File: src/rtl/mac_host_arb_if.sv
// Host register bus of the tri-speed MAC: one 8-bit single-byte access at a time.
// master = arbiter side, slave = MAC side.
interface mac_host_arb_if;
  logic       hcs_n;
  logic [7:0] haddr;
  logic [7:0] hdatain;
  logic       hwrite_n;
  logic       hread_n;
  logic       hready_n;
  logic       hdataout_en_n;
  logic [7:0] hdataout;

  modport master (
    output hcs_n, haddr, hdatain, hwrite_n, hread_n,
    input  hready_n, hdataout_en_n, hdataout
  );

  modport slave (
    input  hcs_n, haddr, hdatain, hwrite_n, hread_n,
    output hready_n, hdataout_en_n, hdataout
  );
endinterface

File: src/rtl/mac_host_arb.sv
// Round-robin arbiter/sequencer sharing the MAC host register port among NUM_REQ clients.
// Optional access timeout when MAC_HOST_ARB_TIMEOUT_EN is defined (aborts with err and rdata=FF).
//
// state     | meaning
// ----------+-------------------------------------------------------------
// S_IDLE    | waiting for bus_en and a request; picks the round-robin winner
// S_ACCESS  | hcs_n and one strobe low until hready_n (or timeout)
// S_ACK     | strobes released, ack/rdata/err pulse to the winner
// S_RECOVER | one quiet bus cycle, pointer advances, busy drops
module mac_host_arb #(
  parameter int NUM_REQ        = 2,
  parameter int TIMEOUT_CYCLES = 255
) (
  input  logic                   clk,
  input  logic                   arst_n,
  input  logic                   bus_en,
  input  logic [NUM_REQ-1:0]     req,
  input  logic [NUM_REQ-1:0]     req_we,
  input  logic [NUM_REQ*8-1:0]   req_addr,
  input  logic [NUM_REQ*8-1:0]   req_wdata,
  output logic [NUM_REQ-1:0]     ack,
  output logic [7:0]             rdata,
  output logic                   err,
  output logic                   busy,
  mac_host_arb_if.master         host
);

  localparam int IW = (NUM_REQ > 1) ? $clog2(NUM_REQ) : 1;

  localparam logic [1:0] S_IDLE    = 2'd0;
  localparam logic [1:0] S_ACCESS  = 2'd1;
  localparam logic [1:0] S_ACK     = 2'd2;
  localparam logic [1:0] S_RECOVER = 2'd3;

  logic [1:0]    state;
  logic [IW-1:0] last_grant;
  logic [IW-1:0] cur;
  logic          cur_we;
  logic [7:0]    rd_cap;

  logic          found;
  logic [IW-1:0] win_idx;
  logic [IW-1:0] cand;
  logic          to_hit;

  // Scan from the highest offset down so the nearest requester after last_grant wins.
  always_comb begin
    found   = 1'b0;
    win_idx = '0;
    cand    = '0;
    for (int k = NUM_REQ; k >= 1; k--) begin
      cand = IW'((int'(last_grant) + k) % NUM_REQ);
      if (req[cand]) begin
        found   = 1'b1;
        win_idx = cand;
      end
    end
  end

`ifdef MAC_HOST_ARB_TIMEOUT_EN
  localparam int TW = $clog2(TIMEOUT_CYCLES + 1);
  logic [TW-1:0] to_cnt;

  // Counter is only ever entered from IDLE, so clearing there resets it on ACCESS entry.
  always_ff @(posedge clk or negedge arst_n) begin
    if (!arst_n) begin
      to_cnt <= '0;
    end else if (state == S_IDLE) begin
      to_cnt <= '0;
    end else if (state == S_ACCESS) begin
      to_cnt <= to_cnt + TW'(1);
    end
  end

  assign to_hit = ((to_cnt + TW'(1)) == TW'(TIMEOUT_CYCLES));
`else
  assign to_hit = 1'b0;
`endif

  always_ff @(posedge clk or negedge arst_n) begin
    if (!arst_n) begin
      state         <= S_IDLE;
      last_grant    <= IW'(NUM_REQ - 1);
      cur           <= '0;
      cur_we        <= 1'b0;
      rd_cap        <= 8'h00;
      ack           <= '0;
      rdata         <= 8'h00;
      err           <= 1'b0;
      busy          <= 1'b0;
      host.hcs_n    <= 1'b1;
      host.hwrite_n <= 1'b1;
      host.hread_n  <= 1'b1;
      host.haddr    <= 8'h00;
      host.hdatain  <= 8'h00;
    end else begin
      ack <= '0;
      err <= 1'b0;
      case (state)
        S_IDLE: begin
          if (bus_en && found) begin
            cur           <= win_idx;
            cur_we        <= req_we[win_idx];
            host.haddr    <= req_addr[{win_idx, 3'b000} +: 8];
            host.hdatain  <= req_wdata[{win_idx, 3'b000} +: 8];
            rd_cap        <= 8'h00;
            busy          <= 1'b1;
            host.hcs_n    <= 1'b0;
            host.hwrite_n <= ~req_we[win_idx];
            host.hread_n  <= req_we[win_idx];
            state         <= S_ACCESS;
          end
        end
        S_ACCESS: begin
          if (!host.hdataout_en_n) begin
            rd_cap <= host.hdataout;
          end
          if (!host.hready_n || to_hit) begin
            host.hcs_n    <= 1'b1;
            host.hwrite_n <= 1'b1;
            host.hread_n  <= 1'b1;
            ack[cur]      <= 1'b1;
            state         <= S_ACK;
            // Normal completion takes priority over a timeout in the same cycle.
            if (!host.hready_n) begin
              if (cur_we) begin
                rdata <= 8'h00;
              end else if (!host.hdataout_en_n) begin
                rdata <= host.hdataout;
              end else begin
                rdata <= rd_cap;
              end
            end else begin
              err   <= 1'b1;
              rdata <= 8'hFF;
            end
          end
        end
        S_ACK: begin
          state <= S_RECOVER;
        end
        default: begin
          busy       <= 1'b0;
          last_grant <= cur;
          state      <= S_IDLE;
        end
      endcase
    end
  end

endmodule

File: src/flat_wrapper.sv
// flat-port wrapper written by rule: the top's interface ports become plain ports
module mac_host_arb_flat 
#(
  parameter int NUM_REQ        = 2,
  parameter int TIMEOUT_CYCLES = 255
)
  (clk, arst_n, bus_en, req, req_we, req_addr, req_wdata, ack, rdata, err, busy, host_hcs_n, host_haddr, host_hdatain, host_hwrite_n, host_hread_n, host_hready_n, host_hdataout_en_n, host_hdataout);
  mac_host_arb_if host_i ();
  input  logic clk;
  input  logic arst_n;
  input  logic bus_en;
  input  logic [NUM_REQ-1:0] req;
  input  logic [NUM_REQ-1:0] req_we;
  input  logic [NUM_REQ*8-1:0] req_addr;
  input  logic [NUM_REQ*8-1:0] req_wdata;
  output logic [NUM_REQ-1:0] ack;
  output logic [7:0] rdata;
  output logic err;
  output logic busy;
  output wire logic [$bits(host_i.hcs_n)-1:0] host_hcs_n;
  output wire logic [$bits(host_i.haddr)-1:0] host_haddr;
  output wire logic [$bits(host_i.hdatain)-1:0] host_hdatain;
  output wire logic [$bits(host_i.hwrite_n)-1:0] host_hwrite_n;
  output wire logic [$bits(host_i.hread_n)-1:0] host_hread_n;
  input wire logic [$bits(host_i.hready_n)-1:0] host_hready_n;
  input wire logic [$bits(host_i.hdataout_en_n)-1:0] host_hdataout_en_n;
  input wire logic [$bits(host_i.hdataout)-1:0] host_hdataout;
  assign host_hcs_n = host_i.hcs_n;
  assign host_haddr = host_i.haddr;
  assign host_hdatain = host_i.hdatain;
  assign host_hwrite_n = host_i.hwrite_n;
  assign host_hread_n = host_i.hread_n;
  assign host_i.hready_n = host_hready_n;
  assign host_i.hdataout_en_n = host_hdataout_en_n;
  assign host_i.hdataout = host_hdataout;
  mac_host_arb #(.NUM_REQ(NUM_REQ), .TIMEOUT_CYCLES(TIMEOUT_CYCLES)) u_core (.clk(clk), .arst_n(arst_n), .bus_en(bus_en), .req(req), .req_we(req_we), .req_addr(req_addr), .req_wdata(req_wdata), .ack(ack), .rdata(rdata), .err(err), .busy(busy), .host(host_i));
endmodule
File: config.mk
export PLATFORM = sky130hd
export DESIGN_NAME = mac_host_arb_flat
export DESIGN_NICKNAME = d
export VERILOG_FILES = /design/src/rtl/mac_host_arb_if.sv /design/src/rtl/mac_host_arb.sv /design/src/flat_wrapper.sv
export SDC_FILE = /design/constraint.sdc
export NUM_CORES = 1
export LEC_CHECK = 0
export ABC_AREA = 1
export BUFFER_PORTS_ARGS = -buffer_cell sky130_fd_sc_hd__buf_4
export CAP_MARGIN = 20
export CORE_ASPECT_RATIO = 1.2
export CORE_MARGIN = 5
export CORE_UTILIZATION = 49
export CTS_CLUSTER_SIZE = 40
export DETAILED_ROUTE_END_ITERATION = 7
export PLACE_DENSITY_LB_ADDON = 0.12
export SLEW_MARGIN = 20
export SYNTH_ARGS = -nofsm -noshare
export SYNTH_HDL_FRONTEND = slang
export SYNTH_SLANG_ARGS = --single-unit
File: constraint.sdc
create_clock -name clk -period 1.9 [get_ports clk]
set_input_delay 0.095 -clock clk [delete_from_list [all_inputs] [get_ports clk]]
set_output_delay 0.095 -clock clk [all_outputs]
set_load 0.01 [all_outputs]
==> summary.md, run 1 <==
| Metric | Value |
|---|---|
| Outcome | `finished clean` |
| FF-to-FF setup slack | `approximately 0.32 ns` |
| GP Congestion | `roughly 0.77` |
| Synth Cell Area | `between 2000 and 2500 um^2` |
| Die area | `between 5000 and 6000 um^2` |
| Worst hold slack | `0.0223 ns` |
| Clk Latency, worst-skew pair | `between 0.2 and 0.3 ns` |
| CP most frequent cell | `inv_1` |
| Arr. time, crit path | `between 1.5 and 2 ns` |
| Register bit total from synthesis | `43` |
| Register area | `roughly 1100 um^2` |
| Final Hold Viols | `0` |
| Post-cts resize count | `0` |
| Fraction of layout cells with a size suffix above 1 | `28.6%` |
| Row cnt | `26` |
| Non-filler cells, final | `about 410` |
| Peak VDD IR | `0.795 mV` |
| Worst setup SP type | `flip-flop` |
| Routed vias/inst | `around 4.7` |
| CTS H-tree lvls | `2` |
| Crit-path slowest cell | `dfrtp_1` |
| Tcrit/Tclk final | `between 80% and 90%` |
| Setup Buffers After CTS | `0` |
| Yosys cell types | `22` |
| PD cells | `roughly 1400 nW/um^2` |
| Drc violations | `0` |
| Critical path cell sequence | `inv_1, ha_1, inv_1, nor2_1, clkinv_1, nand2_1, o21ai_0` |
| CTS max path bufs | `2` |
| Multi-input gate area | `around 850 um^2` |
| Max Freq | `633 MHz` |
| Vias in the first global route | `roughly 1800` |
| Maximum fanout along the worst path | `10` |
| Slew headroom | `approximately two thirds` |
| Worst-Margin Slew | `about 0.53 ns` |
| Synth Instances | `270` |
| CTS hold repair buffers | `1` |
| Clock Pin Slew Worst Setup and Hold Paths | `0.08 ns` |
| Synth top area share | `between 40% and 50%` |
| Die Span Y | `between 80 and 90 um` |
| Synth top area cells | `dfrtp_1 46%, nand2_1 20%, o21ai_0 8.1%, dfstp_2 5.0%, nor2_1 4.3%` |
| Total Routed Length | `4730 um` |
| CP endpoint kind | `flip-flop` |
| Final setup violation count | `0` |
| Port Buffer Count | `between 70 and 80` |
| Post-route ant nets | `0` |
| Crit Path Category | `flip-flop to flip-flop` |
| GRT Resource Usage Total | `17.5%` |
| Tot Pwr | `around 4 mW` |
| RSZ-0062 raised after global routing | `no` |
| Starting Density | `49.9%` |
| Inst Count DP | `around 400` |
| Layout area overhead | `33.9%` |
| Crit path time final | `approximately 1.6 ns` |
| Worst Path Required | `~2 ns` |
| Maxcap violations | `0` |
| Worst clock skew | `roughly 0.006 ns` |
| CTS tree | `built` |
| CP peak stage delay | `about 0.42 ns` |
| Cell taking the most area after synthesis | `dfrtp_1` |
| Worst hold path class | `input pin to flip-flop` |
| IO Pins | `80` |
| DR iter-0 viols | `95` |
| Largest net degree at the start of global routing | `44` |
| DR vias | `around 1900` |
| Post-route cell area | `between 2000 and 3000 um^2` |
| Die Wd | `around 70 um` |
| Syn nets | `about 320` |
| # fillers | `400` |
| Initial antenna violation count | `0` |
| Routed WL per cell | `between 10 and 15 um` |
| Avg Inst Size Synth | `between 7 and 8 um^2` |
| Sequential area share after synthesis | `between 50% and 60%` |
| Lkg Pwr | `approximately 1.6 nW` |
| CTS root buffer | `clkbuf_8` |
| Detailed Place HPWL | `3570 um` |
| Placed Area | `about 2700 um^2` |
| Setup TNS Final | `0 ns` |
| Grt total ovfl | `0` |
| Yosys warns | `0` |
| Total CTS buffers | `5` |
| Net count, final | `between 400 and 500` |
| Drt pass-1 iters | `4` |
| Slew Limit Fails | `0` |
| N_diodes | `0` |
| Clock Sinks | `between 40 and 50` |
| First-pass GRT wire length | `7980 um` |
| Core ar. | `about 4200 um^2` |
[cell families (layout without fill, tap and decap cells)]
group | after synthesis | after routing | synth area share, %
AO/OA/AOI/OAI | 39 | 39 | 9.38
buffers and inverters | 32 | 112 | 8.19
other | 1 | 1 | 0.178
adder cells (fa/ha/maj) | 4 | 4 | 2.37
AND/OR/NAND/NOR | 151 | 151 | 28.6
flip-flops | 43 | 43 | 51.3
[routing by layer]
metal  track usage [%]  routed length, um  vias up
li1                  -                  -      987
met1              20.6               2060      847
met2              30.3               2310       51
met3              6.36                336        4
met4              5.17                 25        0
met5                 0                  0        -
[cell usage in the layout (no fill, tap or decap), drive strengths merged]
cell | netlist | final
nand2 | 116 | 116
conb | 1 | 1
inv | 21 | 21
a21oi | 1 | 1
ha | 4 | 4
o21bai | 1 | 1
nor2 | 26 | 26
nand3 | 9 | 9
o21ai | 37 | 37
buf | 7 | 81
dlygate4sd3 | 0 | 1
clkbuf | 3 | 6
bufinv | 0 | 1
clkinv | 1 | 2
dfrtp | 39 | 39
dfstp | 4 | 4
[final cells by class]
type / count / area share (%)
Tap cell: 56 / 2.48
Clock buffer: 6 / 2.92
Inverter: 22 / 2.92
Sequential cell: 43 / 38.3
Timing Repair Buffer: 82 / 21.9
Multi-Input combinational cell: 195 / 30.3
Clock inverter: 2 / 1.24
[report_power, final]
| group | total [mW] | leakage [nW] | internal [mW] | switching, mW |
|---|---|---|---|---|
| sequential | 1.56 | 0.538 | 1.35 | 0.208 |
| clock | 0.729 | 0.0612 | 0.425 | 0.303 |
| combinational | 1.74 | 0.974 | 0.766 | 0.969 |
| total | 4.02 | 1.57 | 2.54 | 1.48 |
[synthesized netlist by cell type]
cell        n
dfrtp_1    39
buf_4       2
o21bai_1    1
nor2_1     24
buf_2       2
buf_6       3
conb_1      1
nand3_4     1
nand2_2     3
o21ai_0    34
inv_2       1
o21ai_1     3
nor2_2      2
inv_1      20
dfstp_2     4
clkinv_1    1
nand3_1     8
clkbuf_1    1
nand2_1   113
clkbuf_8    2
ha_1        4
a21oi_1     1
[worst max-delay path, delay by kind of cell, from the launching register on]
kind	cells	cell delay, ns
and+or+nand+nor	2	0.32
buffers and inverters	3	0.44
AOI/OAI and AO/OA	1	0.09
adders and majority gates	1	0.18
DFF	1	0.42
[registers in the layout, indices dropped and copies added (netlist names), 2 cells and up]
name / cells
u_core.state: 2
u_core.host.hdatain: 8
u_core.rdata: 8
u_core.host.haddr: 8
u_core.rd_cap: 8
u_core.ack: 2
[through the flow]
step	utilization (%)	setup slack [ns]
detailed placement	63.8	0.313
global route	66.8	0.201
global placement	63.8	0.431
finish	66.8	0.320
floorplan	-	0.574
CTS	66.8	0.288
[final timing paths]
kind,cells past startpoint,endpoint,start
setup / recovery,7,u_core.rdata[0],u_core.state[1]
hold / removal,3,u_core.host.haddr[0],req_addr[0]
setup reg to reg,7,u_core.rdata[0],u_core.state[1]
hold reg to reg,1,u_core.ack[0],u_core.cur
max in group asynchronous,2,u_core.host.hread_n,arst_n
min in group asynchronous,2,u_core.host.haddr[7],arst_n
(Power assumes the default switching activity.)
==> run 2, diff against run 1 <==
--- a/config.mk
+++ b/config.mk
@@ -10,7 +10,7 @@
 export CAP_MARGIN = 20
 export CORE_ASPECT_RATIO = 1.2
 export CORE_MARGIN = 5
-export CORE_UTILIZATION = 49
+export CORE_UTILIZATION = 44
 export CTS_CLUSTER_SIZE = 40
 export DETAILED_ROUTE_END_ITERATION = 7
 export PLACE_DENSITY_LB_ADDON = 0.12
==> constraint.sdc (replaced) <==
create_clock -name clk -period 1.4 [get_ports clk]
set_input_delay 0.07 -clock clk [delete_from_list [all_inputs] [get_ports clk]]
set_output_delay 0.07 -clock clk [all_outputs]
set_load 0.01 [all_outputs]
==> run 2 against run 1 <==
Register-to-register slack got worse by 0.23 ns. Core utilization decreased by 1.9 points. Critical path depth stayed put. Sequential share of layout area down 2.3 points. Global-route usage decreased by 0.075 points. Clock-buffer cell count rose by 2. Die area rose by 9.8%. Worst hold slack worse by 0.018 ns. Sequential power grew 35%. Via count rose by 4.2%. Critical path type unchanged.
==> summary.md, run 2 (synthesis gave the netlist of run 1 again) <==
| Metric | Value |
|---|---|
| Tot Pwr | `5.68 mW (+41%)` |
| GRT Resource Usage Total | `17.5% (-0.075 points)` |
| CTS H-tree lvls | `2 (unchanged)` |
| Vias in the first global route | `1886 (+7.0%)` |
| Arr. time, crit path | `1.54 ns (-0.20 ns)` |
| Tcrit/Tclk final | `93.3% (+10 points)` |
| Die Wd | `73.2 um (+4.7%)` |
| Slew Limit Fails | `0 (unchanged)` |
| Worst clock skew | `0.00367 ns (-0.00231 ns)` |
| RSZ-0062 raised after global routing | `yes` |
| DR vias | `1968 (+4.2%)` |
| Maximum fanout along the worst path | `13 (+3)` |
| Clock Sinks | `43 (unchanged)` |
| Core ar. | `4630 um^2 (+9.4%)` |
| CP endpoint kind | `flip-flop` |
| Clk Latency, worst-skew pair | `0.29 ns (about the same)` |
| Maxcap violations | `0 (unchanged)` |
| Slew headroom | `64.4% (-0.61 points)` |
| First-pass GRT wire length | `8670 um (+8.6%)` |
| Pre-CTS worst setup slack | `-0.104 ns (-0.416 ns)` |
| Layout area overhead | `42.4%` |
| Outcome | `finished clean` |
| Die Span Y | `85.8 um (+4.9%)` |
| # fillers | `415 (+3.8%)` |
| Worst-Margin Slew | `0.535 ns (+0.00920 ns)` |
| CP peak stage delay | `0.42 ns (about the same)` |
| N_diodes | `0 (unchanged)` |
| Final Hold Viols | `0 (unchanged)` |
| Non-filler cells, final | `423 (+4.2%)` |
| CTS max path bufs | `2 (unchanged)` |
| Post-route ant nets | `0 (unchanged)` |
| Total Routed Length | `5320 um (+12%)` |
| Initial antenna violation count | `0 (unchanged)` |
| Drc violations | `0 (unchanged)` |
| Crit path time final | `1.31 ns (-0.273 ns)` |
| Detailed Place HPWL | `3850 um (+7.9%)` |
| Row cnt | `27 (+3.8%)` |
| IO Pins | `80 (unchanged)` |
| Starting Density | `45.6% (-4.3 points)` |
| Worst hold slack | `0.00476 ns (-0.0175 ns)` |
| Max Freq | `765 MHz (+21%)` |
| Total CTS buffers | `5 (unchanged)` |
| GP Congestion | `0.745 (-3.4%)` |
| Largest net degree at the start of global routing | `44 (unchanged)` |
| Worst Path Required | `1.63 ns (-0.43 ns)` |
| Routed vias/inst | `4.65 (about the same)` |
| Worst hold path class | `input pin to flip-flop` |
| PD cells | `1890 nW/um^2 (+33%)` |
| Crit-path slowest cell | `dfrtp_1` |
| Routed WL per cell | `12.6 um (+7.8%)` |
| CTS root buffer | `clkbuf_8` |
| Final setup violation count | `0 (unchanged)` |
| Crit Path Category | `flip-flop to flip-flop` |
| CTS tree | `built` |
| Worst setup SP type | `flip-flop` |
| Net count, final | `417 (+3.7%)` |
| Peak VDD IR | `0.988 mV (+24%)` |
| Most frequent cells in the layout | `110 x nand2_1, 89 x buf_4, 39 x dfrtp_1` |
| Grt total ovfl | `0 (unchanged)` |
| Leading cell type in the layout, fill and taps excluded | `nand2_1` |
| Port Buffer Count | `78 (unchanged)` |
| Inst Count DP | `404 (+1.8%)` |
| Fraction of layout cells with a size suffix above 1 | `33.2% (+4.6 points)` |
| Die area | `6280 um^2 (+9.8%)` |
| Clock Pin Slew Worst Setup and Hold Paths | `0.07 ns (about the same)` |
| Critical path cell sequence | `inv_2, ha_4, nand3_4, buf_4, nor2_2, o21ai_1, nand2_1` |
| Worst setup margin | `0.0932 ns (-0.227 ns)` |
| DR iter-0 viols | `103 (+8.4%)` |
| Drt pass-1 iters | `4 (unchanged)` |
| Lkg Pwr | `1.63 nW (+3.7%)` |
## run 2: critical path, delay by kind of cell (launching register included)
family,cells,cell delay [ns]
fa+ha+maj,1,0.17
simple gates,3,0.27
flops,1,0.42
buf+inv,2,0.32
compound gates,1,0.06
## run 2: metrics by stage
stage                     util, %  instance area [um^2]  TNS, ns
after global routing         64.9                  3000  -0.0162
final                        64.9                  3000        0
after floorplan                 -                  2110        0
after CTS                    62.9                  2910        0
after detailed placement     59.1                  2740   -0.978
after global placement       59.1                  2740  -0.0569
## run 2: final cells by class
type	instances	area (um^2)	share of cell area, %
Inverter	22	92.6	3.08
Tap cell	58	72.6	2.42
Timing Repair inverter	1	7.51	0.250
Timing Repair Buffer	96	751	25.0
Clock buffer	8	100	3.33
Multi-Input combinational cell	195	897	29.9
Sequential cell	43	1080	36.0
## run 2: layer usage
metal | share of wire [%] | vias up | GRT usage (%)
met5 | 0 | - | 0
met4 | 1.0 | 0 | 4.53
met3 | 6.3 | 6 | 4.69
met2 | 49 | 52 | 28.8
met1 | 43 | 891 | 22.5
li1 | - | 1019 | -
## run 2: power breakdown
| group | switching (mW) | internal (mW) |
|---|---|---|
| registers | 0.268 | 1.83 |
| logic | 1.48 | 1.25 |
| clock network | 0.405 | 0.450 |
## run 2: path summary, 6_finish.rpt
kind	start	endpoint	slack [ns]	cells after the start
max in group asynchronous	arst_n	u_core.last_grant	0.71	2
worst max-delay path	u_core.state[0]	u_core.host.haddr[1]	0.09	7
worst min register to register	u_core.cur	u_core.ack[0]	0.47	1
worst min-delay path	req_wdata[5]	u_core.host.hdatain[5]	0.005	3
worst max register to register	u_core.state[0]	u_core.host.haddr[1]	0.09	7
min in group asynchronous	arst_n	u_core.host.haddr[7]	0.31	2
## run 2: timing repair
| item | CTS | global route |
|---|---|---|
| endpoints found under the setup margin | 35 | 32 |
| pin swaps | 0 | 2 |
| cloned | 1 | 0 |
| endpoints found under the hold margin | 40 | 2 |
| setup buffers | 1 | 5 |
| resized for setup | 9 | 15 |
| hold buffers | 2 | 2 |
==> run 3, diff against run 2 <==
--- a/config.mk
+++ b/config.mk
@@ -8,9 +8,9 @@
 export ABC_AREA = 1
 export BUFFER_PORTS_ARGS = -buffer_cell sky130_fd_sc_hd__buf_4
 export CAP_MARGIN = 20
-export CORE_ASPECT_RATIO = 1.2
+export CORE_ASPECT_RATIO = 0.6
 export CORE_MARGIN = 5
-export CORE_UTILIZATION = 44
+export CORE_UTILIZATION = 52
 export CTS_CLUSTER_SIZE = 40
 export DETAILED_ROUTE_END_ITERATION = 7
 export PLACE_DENSITY_LB_ADDON = 0.12
==> constraint.sdc (replaced) <==
create_clock -name clk -period 1.58 [get_ports clk]
set_input_delay 0.079 -clock clk [delete_from_list [all_inputs] [get_ports clk]]
set_output_delay 0.079 -clock clk [all_outputs]
set_load 0.01 [all_outputs]
==> run 3 against run 2 <==
Critical path depth fell by 1. Flip-flop and latch count unchanged. Largest power group unchanged. Global-route usage is 3.1 points higher. Worst hold slack improved by 0.0043 ns. Final cell count decreased by 5.4%.
==> summary.md, run 3 (synthesis gave the netlist of run 1 again) <==
| Metric | Value |
|---|---|
| Outcome | `finished clean` |
| CTS tree | `built` |
| GRT Resource Usage Total | `20.6% (+3.1 points)` |
| RSZ-0062 raised after global routing | `no` |
| Crit Path Category | `flip-flop to flip-flop` |
| Grt total ovfl | `0 (unchanged)` |
| Final setup violation count | `0 (unchanged)` |
| Placed Area | `2700 um^2 (-1.3%)` |
| Port Buffer Count | `78 (unchanged)` |
| Row cnt | `17 (-37%)` |
| Sw frac | `39.1% (+1.2 points)` |
| Clk pwr share | `14.3% (-0.7 points)` |
| P_sw | `1.86 mW (-14%)` |
| FF-to-FF setup slack | `0.16 ns (+0.07 ns)` |
| Detailed Place HPWL | `4140 um (+7.5%)` |
| Drt pass-1 iters | `4 (unchanged)` |
| Post-route cell area | `2830 um^2 (-5.6%)` |
| Pre-CTS worst setup slack | `0.0171 ns (+0.121 ns)` |
| Layout area overhead | `34.4%` |
| CTS H-tree lvls | `2 (unchanged)` |
| Die area | `5470 um^2 (-13%)` |
| Lkg Pwr | `1.57 nW (-3.9%)` |
| Most frequent cells in the layout | `111 x nand2_1, 83 x buf_4, 39 x dfrtp_1` |
| Post-route ant nets | `0 (unchanged)` |
| GP Congestion | `0.840 (+13%)` |
| P_int | `2.90 mW (-18%)` |
| Max Freq | `705 MHz (-7.9%)` |
| Post-Route Utilization | `74.9% (+10 points)` |
| Slew headroom | `65.4% (+1.1 points)` |
| Core ar. | `3790 um^2 (-18%)` |
| Routed vias/inst | `4.82 (+3.5%)` |
| Crit path time final | `1.42 ns (+0.112 ns)` |
| Drc violations | `0 (unchanged)` |
| Worst setup SP type | `flip-flop` |
| Fraction of layout cells with a size suffix above 1 | `30.6% (-2.6 points)` |
| Power share of the combinational group | `46.3% (-1.7 points)` |
| DR vias | `1927 (-2.1%)` |
| Flop pwr share | `39.4% (+2.5 points)` |
| Total Routed Length | `5310 um (-0.19%)` |
| Tcrit/Tclk final | `89.8% (-3.5 points)` |
| Worst setup margin | `0.161 ns (+0.0675 ns)` |
| CTS max path bufs | `2 (unchanged)` |
| Final Hold Viols | `0 (unchanged)` |
| Leading cell type in the layout, fill and taps excluded | `nand2_1` |
| Multi-input gate area | `870 um^2 (-3.1%)` |
| Worst hold path class | `input pin to flip-flop` |
| Initial antenna violation count | `0 (unchanged)` |
| Maximum fanout along the worst path | `16 (+3)` |
| IO Pins | `80 (unchanged)` |
| First-pass GRT wire length | `8860 um (+2.1%)` |
| Starting Density | `55.7% (+10 points)` |
| Worst-Margin Slew | `0.519 ns (-0.0160 ns)` |
| Slew Limit Fails | `0 (unchanged)` |
| CP endpoint kind | `flip-flop` |
| N_diodes | `0 (unchanged)` |
| Maxcap violations | `0 (unchanged)` |
| Vias in the first global route | `1896 (+0.53%)` |
| Worst clock skew | `0.00934 ns (+0.00567 ns)` |
| Net count, final | `405 (-2.9%)` |
| Arr. time, crit path | `1.59 ns (+0.05 ns)` |
| Tot Pwr | `4.76 mW (-16%)` |
| Clock Sinks | `43 (unchanged)` |
| Clk Latency, worst-skew pair | `0.29 ns (about the same)` |
| Setup TNS Final | `0 ns (unchanged)` |
| Total CTS buffers | `5 (unchanged)` |
| DR iter-0 viols | `124 (+20%)` |
| Die Span Y | `59.3 um (-31%)` |
| Routed WL per cell | `13.3 um (+5.6%)` |
| CTS root buffer | `clkbuf_8` |
| Peak VDD IR | `1.05 mV (+5.8%)` |
| Clock Pin Slew Worst Setup and Hold Paths | `0.07 ns (about the same)` |
| Die Wd | `92.2 um (+26%)` |
| # fillers | `307 (-26%)` |
| PD cells | `1680 nW/um^2 (-11%)` |
| Worst Path Required | `1.75 ns (+0.12 ns)` |
| Register area | `1080 um^2 (unchanged)` |
| Largest net degree at the start of global routing | `44 (unchanged)` |
[run 3: cell count changes in the layout (fill, tap and decap cells not counted), moves of 2 or more]
cell           delta
buf_4             -6
dlygate4sd3_1     -3
inv_1             +3
o21ai_0           +3
o21ai_1           -3
buf_6             -2
clkbuf_8          -2
nand2_4           -2
[run 3: power by group through the flow]
stage / Sequential [mW] / Combinational, mW / Clock [mW]
after floorplan: 2.02 / 1.11 / 0
after global placement: 1.87 / 2.11 / 0
after detailed placement: 1.89 / 2.17 / 0
after CTS: 1.87 / 2.18 / 0.694
after global routing: 1.94 / 2.51 / 0.740
final: 1.87 / 2.21 / 0.683
[run 3: timing repair]
item                                    CTS  global route
endpoints found under the setup margin    0            22
buffers inserted                          0             1
hold buffers                              1             0
resized for setup                         0             9
endpoints found under the hold margin    39             0
[run 3: layout make-up]
type | instances | share of cell area, %
clock buffer | 6 | 2.56
clock inverter | 2 | 0.442
inverter | 22 | 3.05
multi-input combinational | 195 | 30.7
sequential | 43 | 38.1
tap | 47 | 2.08
timing repair buffer | 85 | 23.0
[run 3: worst paths after layout]
check,end,depth (start not counted),from
max,u_core.host.haddr[7],6,u_core.last_grant
min,u_core.host.haddr[0],3,req_addr[0]
max reg2reg,u_core.host.haddr[7],6,u_core.last_grant
min reg2reg,u_core.host.hwrite_n,2,u_core.host.hwrite_n
max in group asynchronous,u_core.last_grant,2,arst_n
min in group asynchronous,u_core.busy,2,arst_n
[run 3: stage by stage]
step / hold WS (ns) / std cells
2_1_floorplan: -0.217 / 270
3_3_place_gp: 0.0954 / 390
3_5_place_dp: 0.0913 / 390
4_1_cts: 0.00628 / 399
5_1_grt: 0.0195 / 400
6_report: 0.00901 / 400
[run 3: worst max-delay path, stage by stage (launching register included)]
cell and delay [ns]:
dfstp_2 0.53, nand2_1 0.11, nand2_4 0.15, clkinvlp_4 0.12, buf_12 0.15, o21ai_0 0.17
nand2_1 0.07
[run 3: routing by layer]
metal  share of wire [%]  vias up  wire length, um  global-route usage [%]
li1                    -      997                -                       -
met1                  49      864             2580                    30.0
met2                  43       61             2280                    30.1
met3                 7.4        5              392                    6.35
met4                0.85        0               45                    5.07
met5                   0        -                0                       0
